--- src/rtl/breakout_pkg.sv ---
// Shared types and defaults for the breakout ball motion path.
package breakout_pkg;

    localparam int unsigned POS_W         = 9;
    localparam int unsigned BALL_SIZE_DEF = 4;

    typedef logic [POS_W-1:0] pos_t;

    typedef enum logic [1:0] {
        IDLE,
        LATCH,
        STEP_H,
        STEP_V
    } motion_state_t;

    localparam pos_t SERVE_X_DEF = 9'd128;
    localparam pos_t SERVE_Y_DEF = 9'd160;

endpackage

--- src/rtl/ball_axis_step.sv ---
// One ball axis: position register plus signed-by-direction magnitude step.
// Honours BALL_HALF_STEP_EN: magnitude code 1 only moves on odd-parity frames.
module ball_axis_step #(
    parameter int unsigned      POS_W     = breakout_pkg::POS_W,
    parameter logic [POS_W-1:0] RESET_VAL = '0
) (
    input  logic             CLK_DRV,
    input  logic             RESET,
    input  logic             load,
    input  logic [POS_W-1:0] serve_val,
    input  logic             step_en,
    input  logic             dir,
    input  logic [1:0]       mag,
    input  logic             parity,
    output logic [POS_W-1:0] pos
);
    import breakout_pkg::*;

    logic [1:0]       eff_mag;
    logic [POS_W-1:0] delta;

`ifdef BALL_HALF_STEP_EN
    assign eff_mag = ((mag == 2'd1) && !parity) ? 2'd0 : mag;
`else
    logic unused_parity;
    assign unused_parity = parity;
    assign eff_mag       = mag;
`endif

    assign delta = POS_W'(eff_mag);

    // Serve load has priority over stepping; arithmetic wraps modulo 2^POS_W.
    always_ff @(posedge CLK_DRV or posedge RESET) begin
        if (RESET) begin
            pos <= RESET_VAL;
        end else if (load) begin
            pos <= serve_val;
        end else if (step_en) begin
            pos <= dir ? (pos + delta) : (pos - delta);
        end
    end

endmodule

--- src/rtl/ball_motion_generator.sv ---
// Integrates per-frame ball velocity codes into a position and draws the ball.
// Optional BALL_HALF_STEP_EN adds a frame-parity flop for 0.5 px/frame speed.
module ball_motion_generator #(
    parameter int unsigned      POS_W     = breakout_pkg::POS_W,
    parameter int unsigned      BALL_SIZE = breakout_pkg::BALL_SIZE_DEF,
    parameter logic [POS_W-1:0] SERVE_X   = POS_W'(breakout_pkg::SERVE_X_DEF),
    parameter logic [POS_W-1:0] SERVE_Y   = POS_W'(breakout_pkg::SERVE_Y_DEF)
) (
    input  logic             CLK_DRV,
    input  logic             RESET,
    input  logic [POS_W-1:0] H_CNT,
    input  logic [POS_W-1:0] V_CNT,
    input  logic             VSYNC,
    input  logic             SERVE_WAIT,
    input  logic             CX0,
    input  logic             CX1,
    input  logic             X2,
    input  logic             Y0,
    input  logic             Y1,
    input  logic             Y2,
    output logic [POS_W-1:0] BALL_H,
    output logic [POS_W-1:0] BALL_V,
    output logic             BALL_DISPLAY,
    output logic             UPDATE_DONE
);
    import breakout_pkg::*;

    motion_state_t    state;
    logic             vsync_q;
    logic             rise;
    logic [1:0]       h_mag;
    logic [1:0]       v_mag;
    logic             h_dir;
    logic             v_dir;
    logic             parity;
    logic [POS_W-1:0] h_off;
    logic [POS_W-1:0] v_off;

    assign rise = VSYNC & ~vsync_q;

    always_ff @(posedge CLK_DRV or posedge RESET) begin
        if (RESET) begin
            vsync_q <= 1'b0;
        end else begin
            vsync_q <= VSYNC;
        end
    end

    // Frame update sequencer; codes are frozen in LATCH so mid-update changes are harmless.
    always_ff @(posedge CLK_DRV or posedge RESET) begin
        if (RESET) begin
            state       <= IDLE;
            h_mag       <= 2'd0;
            v_mag       <= 2'd0;
            h_dir       <= 1'b0;
            v_dir       <= 1'b0;
            UPDATE_DONE <= 1'b0;
        end else begin
            UPDATE_DONE <= 1'b0;
            if (SERVE_WAIT) begin
                state <= IDLE;
            end else begin
                case (state)
                    IDLE: begin
                        if (rise) state <= LATCH;
                    end
                    LATCH: begin
                        h_mag <= {CX1, CX0};
                        h_dir <= X2;
                        v_mag <= {Y1, Y0};
                        v_dir <= Y2;
                        state <= STEP_H;
                    end
                    STEP_H: begin
                        state <= STEP_V;
                    end
                    STEP_V: begin
                        UPDATE_DONE <= 1'b1;
                        state       <= IDLE;
                    end
                    default: state <= IDLE;
                endcase
            end
        end
    end

`ifdef BALL_HALF_STEP_EN
    always_ff @(posedge CLK_DRV or posedge RESET) begin
        if (RESET) begin
            parity <= 1'b0;
        end else if (SERVE_WAIT) begin
            parity <= 1'b0;
        end else if (state == STEP_V) begin
            parity <= ~parity;
        end
    end
`else
    assign parity = 1'b0;
`endif

    ball_axis_step #(
        .POS_W     (POS_W),
        .RESET_VAL (SERVE_X)
    ) u_axis_h (
        .CLK_DRV   (CLK_DRV),
        .RESET     (RESET),
        .load      (SERVE_WAIT),
        .serve_val (SERVE_X),
        .step_en   (state == STEP_H),
        .dir       (h_dir),
        .mag       (h_mag),
        .parity    (parity),
        .pos       (BALL_H)
    );

    ball_axis_step #(
        .POS_W     (POS_W),
        .RESET_VAL (SERVE_Y)
    ) u_axis_v (
        .CLK_DRV   (CLK_DRV),
        .RESET     (RESET),
        .load      (SERVE_WAIT),
        .serve_val (SERVE_Y),
        .step_en   (state == STEP_V),
        .dir       (v_dir),
        .mag       (v_mag),
        .parity    (parity),
        .pos       (BALL_V)
    );

    // Modular offsets make the ball draw correctly across the wrap point.
    assign h_off = H_CNT - BALL_H;
    assign v_off = V_CNT - BALL_V;

    always_ff @(posedge CLK_DRV or posedge RESET) begin
        if (RESET) begin
            BALL_DISPLAY <= 1'b0;
        end else begin
            BALL_DISPLAY <= (h_off < POS_W'(BALL_SIZE)) && (v_off < POS_W'(BALL_SIZE)) && !SERVE_WAIT;
        end
    end

endmodule

--- config.mk ---
export PLATFORM = sky130hd
export DESIGN_NAME = ball_motion_generator
export DESIGN_NICKNAME = d
export VERILOG_FILES = /design/src/rtl/breakout_pkg.sv /design/src/rtl/ball_axis_step.sv /design/src/rtl/ball_motion_generator.sv
export SDC_FILE = /design/constraint.sdc
export NUM_CORES = 1
export LEC_CHECK = 0
export BUFFER_PORTS_ARGS = -buffer_cell sky130_fd_sc_hd__buf_2
export CAP_MARGIN = 20
export CORE_MARGIN = 5
export CORE_UTILIZATION = 56
export CTS_BUF_LIST = sky130_fd_sc_hd__clkbuf_16
export CTS_CLUSTER_DIAMETER = 150
export DETAILED_ROUTE_END_ITERATION = 7
export PLACE_DENSITY = 0.9
export SLEW_MARGIN = 20
export SYNTH_ARGS = -nofsm -noshare
export SYNTH_HDL_FRONTEND = slang
export SYNTH_SLANG_ARGS = --single-unit
--- constraint.sdc ---
create_clock -name CLK_DRV -period 3.4 [get_ports CLK_DRV]
set_input_delay 0.68 -clock CLK_DRV [delete_from_list [all_inputs] [get_ports CLK_DRV]]
set_output_delay 0.68 -clock CLK_DRV [all_outputs]
set_load 0.02 [all_outputs]
# Word level (Yosys, flattened, before mapping)

Cells that the tools add are included.

Register bits after elaboration: 29
Input port bits: 28
Output and inout bits: 20
Word-level logic and storage cells: 43

Add/sub/neg operators: 6
Order comparisons: 2
Equal/unequal tests: 4
Mux-type cells: 11
Bitwise gates (word level): 3
Reduce and logical (&&, ||, !) cells: 7

Operator list:

| cell                 | count |
|---|---|
| $mux W9              | 6 |
| $add A9 B2 Y9        | 2 |
| $lt A9 B3 Y1 const B | 2 |
| $sub A9 B2 Y9        | 2 |
| $sub A9 B9 Y9        | 2 |
| $pmux W2 S4          | 1 |
| $eq A2 B2 Y1 const B | 2 |
| $mux W2              | 2 |
| $reduce_bool A2 Y1   | 2 |
| $ne A3 B3 Y1 const B | 1 |
| $eq A2 B1 Y1 const B | 1 |
| $logic_and A1 B1 Y1  | 2 |
| $logic_not A2 Y1     | 1 |
| $mux W1              | 2 |
| $not A1 Y1           | 2 |
| $reduce_and A2 Y1    | 1 |
| $and A1 B1 Y1        | 1 |
| $logic_not A1 Y1     | 1 |

# Logic depth before layout (Yosys ltp)

Depth after elaboration: 5
Mapped depth: 11
Depth with buffers taken out: 11

# Hierarchy

From an unflattened synthesis, not the netlist that was laid out.

Cells, all modules: 302
Area, all modules: 2748.9 um2

Modules (own cells, without submodules):

| module                     | times used | cells an instance | area an instance (um2) | seq. area each (um2) |
|---|---|---|---|---|
| ball_motion_generator      | 1          | 128               | 1156.1                 | 275.3 |
| ball_axis_step at u_axis_v | 1          | 87                | 799.5                  | 227.7 |
| ball_axis_step at u_axis_h | 1          | 87                | 793.3                  | 226.5 |

# Worst setup path before layout

No wires, ideal clock.

Path kind: input port to flip-flop
Start: in H_CNT[2]
End: reg BALL_DISPLAY
Setup time: 111 ps
Data arrival time: 2470 ps
Data required time: 3289 ps
Setup slack: 818 ps
Cell stages on the path: 7
Buffers on the path: 0
Path through: ha_1 -> a21o_1 -> a31o_1 -> a31o_1 -> a211o_1 -> a211o_1 -> a2111oi_2

Cells in the longest elaborated chain, start to end: 4

RTL lines:

| element                          | line                         | text |
|---|---|---|
| start: declaration               | ball_motion_generator.sv:11  | `input logic [POS_W-1:0] H_CNT,` |
| $sub A9 B9 Y9                    | ball_motion_generator.sv:132 | `assign h_off = H_CNT - BALL_H;` |
| $lt A9 B3 Y1                     | ball_motion_generator.sv:139 | `BALL_DISPLAY <= (h_off < POS_W'(BALL_SIZE)) && (v_off < POS_W'(BALL_SIZE)) && !SERVE_WAIT;` |
| $logic_and A1 B1 Y1 (2 in a row) | ball_motion_generator.sv:139 |  |
| end signal: assignment           | ball_motion_generator.sv:139 |  |
| end: declaration                 | ball_motion_generator.sv:23  | `output logic BALL_DISPLAY,` |

No other way between the ends.
A chain may end at the register's enable or synchronous reset.

# Worst setup path after layout

Start: reg v_mag[0]
End: reg u_axis_v.pos[7]

Cells in the longest elaborated chain, start to end: 4
Elaborated cells on any way between the ends: 5
Those cells by class: 2 x add/sub; 3 x mux

RTL lines:

| element                                               | line                        | text |
|---|---|---|
| start: declaration                                    | ball_motion_generator.sv:32 | `logic [1:0] v_mag;` |
| start signal: assignment                              | ball_motion_generator.sv:70 | `v_mag <= {Y1, Y0};` |
| $sub A9 B2 Y9 / $add A9 B2 Y9 (equally long branches) | ball_axis_step.sv:39        | `pos <= dir ? (pos + delta) : (pos - delta);` |
| $mux W9 *                                             | ball_axis_step.sv:39        |  |
| $mux W9 *                                             | ball_axis_step.sv:38        | `end else if (step_en) begin` |
| $mux W9 *                                             | ball_axis_step.sv:36        | `end else if (load) begin` |
| end signal: assignment                                | ball_axis_step.sv:37        | `pos <= serve_val;` |
| end signal: assignment                                | ball_axis_step.sv:39        |  |
| end: declaration                                      | ball_axis_step.sv:15        | `output logic [POS_W-1:0] pos` |

Mark *: on every way between the ends. The rest lies on a longest branch, timed or not. The select of a mux whose other input is x is not followed.

==> impl_results.md <==
- Via count: 2162
- CP arrival: between 2000 and 3000 ps
- Post-synth EDFFs: 0
- Main synth FF type: dfrtp_1
- Sequential-to-total area share from yosys stat: 0.2896
- Antenna viol nets, final: 0
- Pre-Repair DR Iteration Count: 4
- Setup violators final: 0
- Multi-input logic area: around 1600 um^2
- Worst slew margin: 0.5772
- Worst Setup End Kind: flop
- PortBufs: 47
- I/O pins: between 40 and 50
- Crit path kind: reg -> reg
- Synthesized flop and latch total: 29
- Fin crit period: 2699 ps
- Global-route wire length before repair: about 9.4 mm
- Leakage power: approximately 1.5 nW
- Ant. Diodes: 0
- CTS root buffer: clkbuf_16
- PostCTS Resize Cnt: 0
- Total Neg Setup Slack: 0 ps
- Max Slew Vio Count: 0
- Clk buf depth: 2
- Pin count of the biggest net entering global routing: 23
- Cell accounting for the most synthesized area: dfrtp_1
- Pwr dens: ~700 nW/um^2
- H-tree Lvls: 2
- Die Span X: between 70 and 80 um
- Placer Congestion: around 0.85
- Sink Count: 29
- Status: finished clean
- Worst EP required: around 3600 ps
- Filler Cells Inserted: roughly 340
- Aggregate global-route resource usage: 0.1921
- Drt wl/cell: between 10 and 15 um
- Setup Skew: between 4 and 5 ps
- CTS tree: built
- CTS buffer count: 5
- Cell Rows: 24
- DR iter-0 viols: 99
- Tcrit/Tclk final: 0.7938
- Antenna violations before repair: 0
- Max-Cap Viols: 0
- Post-Syn Area: roughly 2500 um^2
- Synth warnings: 0
- Worst Hold Class: in -> async
- Starting Density: 0.5784
- Clock slew at reported path FFs: roughly 50 ps
- Die area: between 5000 and 6000 um^2
- Post-DP HPWL: 4.267 mm
- Power Total: about 0.0021 W
- Final Hold Violating Endpoints: 0
- Nets: 397
- Total Routed Length: around 5.6 mm
- VDD IR-drop max: between 0.0003 and 0.0004 V
- Vias in the first global route: 2143
- Synth top area cells: dfrtp_1 (26%), ha_1 (18%), xnor2_1 (5.9%)
- Total nets after synthesis: around 350
- Post-DR vias/cell: approximately 5.6
- Highest clock rate: between 300 and 400 MHz
- Distinct cell type count after synthesis: 43
- CORE AREA: between 4000 and 5000 um^2
- Unrepaired setup endpoints after global routing: no
- Worst-Margin Slew: roughly 630 ps
- Crit path max fanout: 8
- DRC: 0
- Post-synthesis cell count: between 200 and 300
- Clk_lat worst skew: ~270 ps
- Hold-fix buffers at CTS: 0
- Syn_area_per_cell: around 9.0 um^2
- Die height: between 70 and 80 um
- Share of the synthesized area in the top cell type: 0.2583
- Async S/R FF share, synth: 1.000
- Crit start category: flop
- Share of layout cells above drive strength 1: 0.1934
- Area delta synth->final: 17.59%
- Seq. cell area: 729.5 um^2
- Number of setup buffers added after CTS: 0
- Total grt overflow: 0
## registers in the layout, summed over array words and instances, names as in the netlist
signal / cells
u_axis_h.pos: 9
state: 2
BALL_DISPLAY: 1
UPDATE_DONE: 1
v_mag: 2
vsync_q: 1
h_dir: 1
v_dir: 1
h_mag: 2
u_axis_v.pos: 9
## synth_stat cells, types with 3 or more instances
master	count
xnor2_1	17
nor3_1	6
nand2_1	19
a211o_1	5
nand2b_1	5
nor2b_1	4
o211ai_1	3
nor2_1	25
xor2_1	6
dfrtp_1	26
mux2_2	4
or3_1	4
dfstp_2	3
a211oi_1	3
inv_1	35
o21ai_1	3
clkbuf_1	3
a21oi_1	11
a21o_1	8
ha_1	36
o21ai_0	10
nand3_1	4
mux2i_1	14
## cell families after synthesis
group / after synthesis / share of synthesized area
xor+xnor: 23 / 0.07998
flops: 29 / 0.2896
mux: 18 / 0.07352
simple gates: 71 / 0.1287
compound gates: 62 / 0.1739
buf+inv: 40 / 0.05961
fa+ha+maj: 38 / 0.1947
## path summary, 6_finish.rpt
check	end	cells after the start	start	slack, ps
min reg2reg	v_dir$_DFFE_PP0P_	1	v_dir$_DFFE_PP0P_	540
max in group asynchronous	u_axis_v.pos[5]$_DFFE_PP1P_	3	RESET	2410
max	u_axis_v.pos[7]$_DFFE_PP1P_	9	v_mag[0]$_DFFE_PP0P_	700
min in group CLK_DRV	vsync_q$_DFF_PP0_	1	VSYNC	530
min	UPDATE_DONE$_DFF_PP0_	2	RESET	430
max reg2reg	u_axis_v.pos[7]$_DFFE_PP1P_	9	v_mag[0]$_DFFE_PP0P_	700
## layer usage
layer | vias to the layer above | global-route usage | part of all wire
met3 | 13 | 0.03396 | 0.054
met4 | 0 | 0.07560 | 0.022
met1 | 1006 | 0.2432 | 0.44
met5 | - | 0 | 0
met2 | 58 | 0.3234 | 0.48
li1 | 1085 | - | -
## worst max-delay path, cell delays in order, from the launching register on
cell and delay, ps:
dfrtp_1 340, inv_1 70, ha_1 190, nor2_1 460, ha_1 380, a21oi_1 290, o21ai_1 140, o41ai_1 340
xnor2_1 120, a211o_1 300
## metrics by stage
step	hold slack [ps]	cell area (um^2)	std cells	utilization	setup slack (ps)
after floorplan	513.2	2519	281	-	818.4
after global routing	486.4	2962	383	0.6802	466.2
after detailed placement	536.1	2828	376	0.6494	606.2
final	431.0	2962	383	0.6802	701.2
after global placement	530.4	2800	375	0.6431	650.9
after CTS	452.0	2962	383	0.6802	724.0
## power breakdown
group / total (W) / switching (W) / internal, W
combinational: 0.00119 / 0.000660 / 0.000532
clock: 0.000407 / 0.000145 / 0.000262
sequential: 0.000500 / 0.0000690 / 0.000431
total: 0.00210 / 0.000874 / 0.00122
## cell usage in the layout (no fill, tap or decap), drive strengths merged, types with 2 or more instances in the layout
cell,n
a211oi,3
o211ai,3
xor2,6
xnor2,17
fa,2
or3,4
nand2,19
o21ai,13
a211o,5
buf,48
nand2b,5
o21a,2
a21oi,11
nor3,6
a31o,3
a21o,8
mux2,4
nor2b,4
inv,36
nand4,2
clkbuf,5
nand3,4
nor2,25
o41ai,2
a2111oi,3
ha,36
dfstp,3
dfrtp,26
mux2i,14
## layout make-up
cell class,count,area share
multi-input combinational,212,0.5534
clock inverter,2,0.002957
inverter,35,0.04436
clock buffer,5,0.04225
tap,52,0.02197
timing repair buffer,48,0.08872
sequential,29,0.2463
No activity file was read; power rests on OpenSTA's default activity.
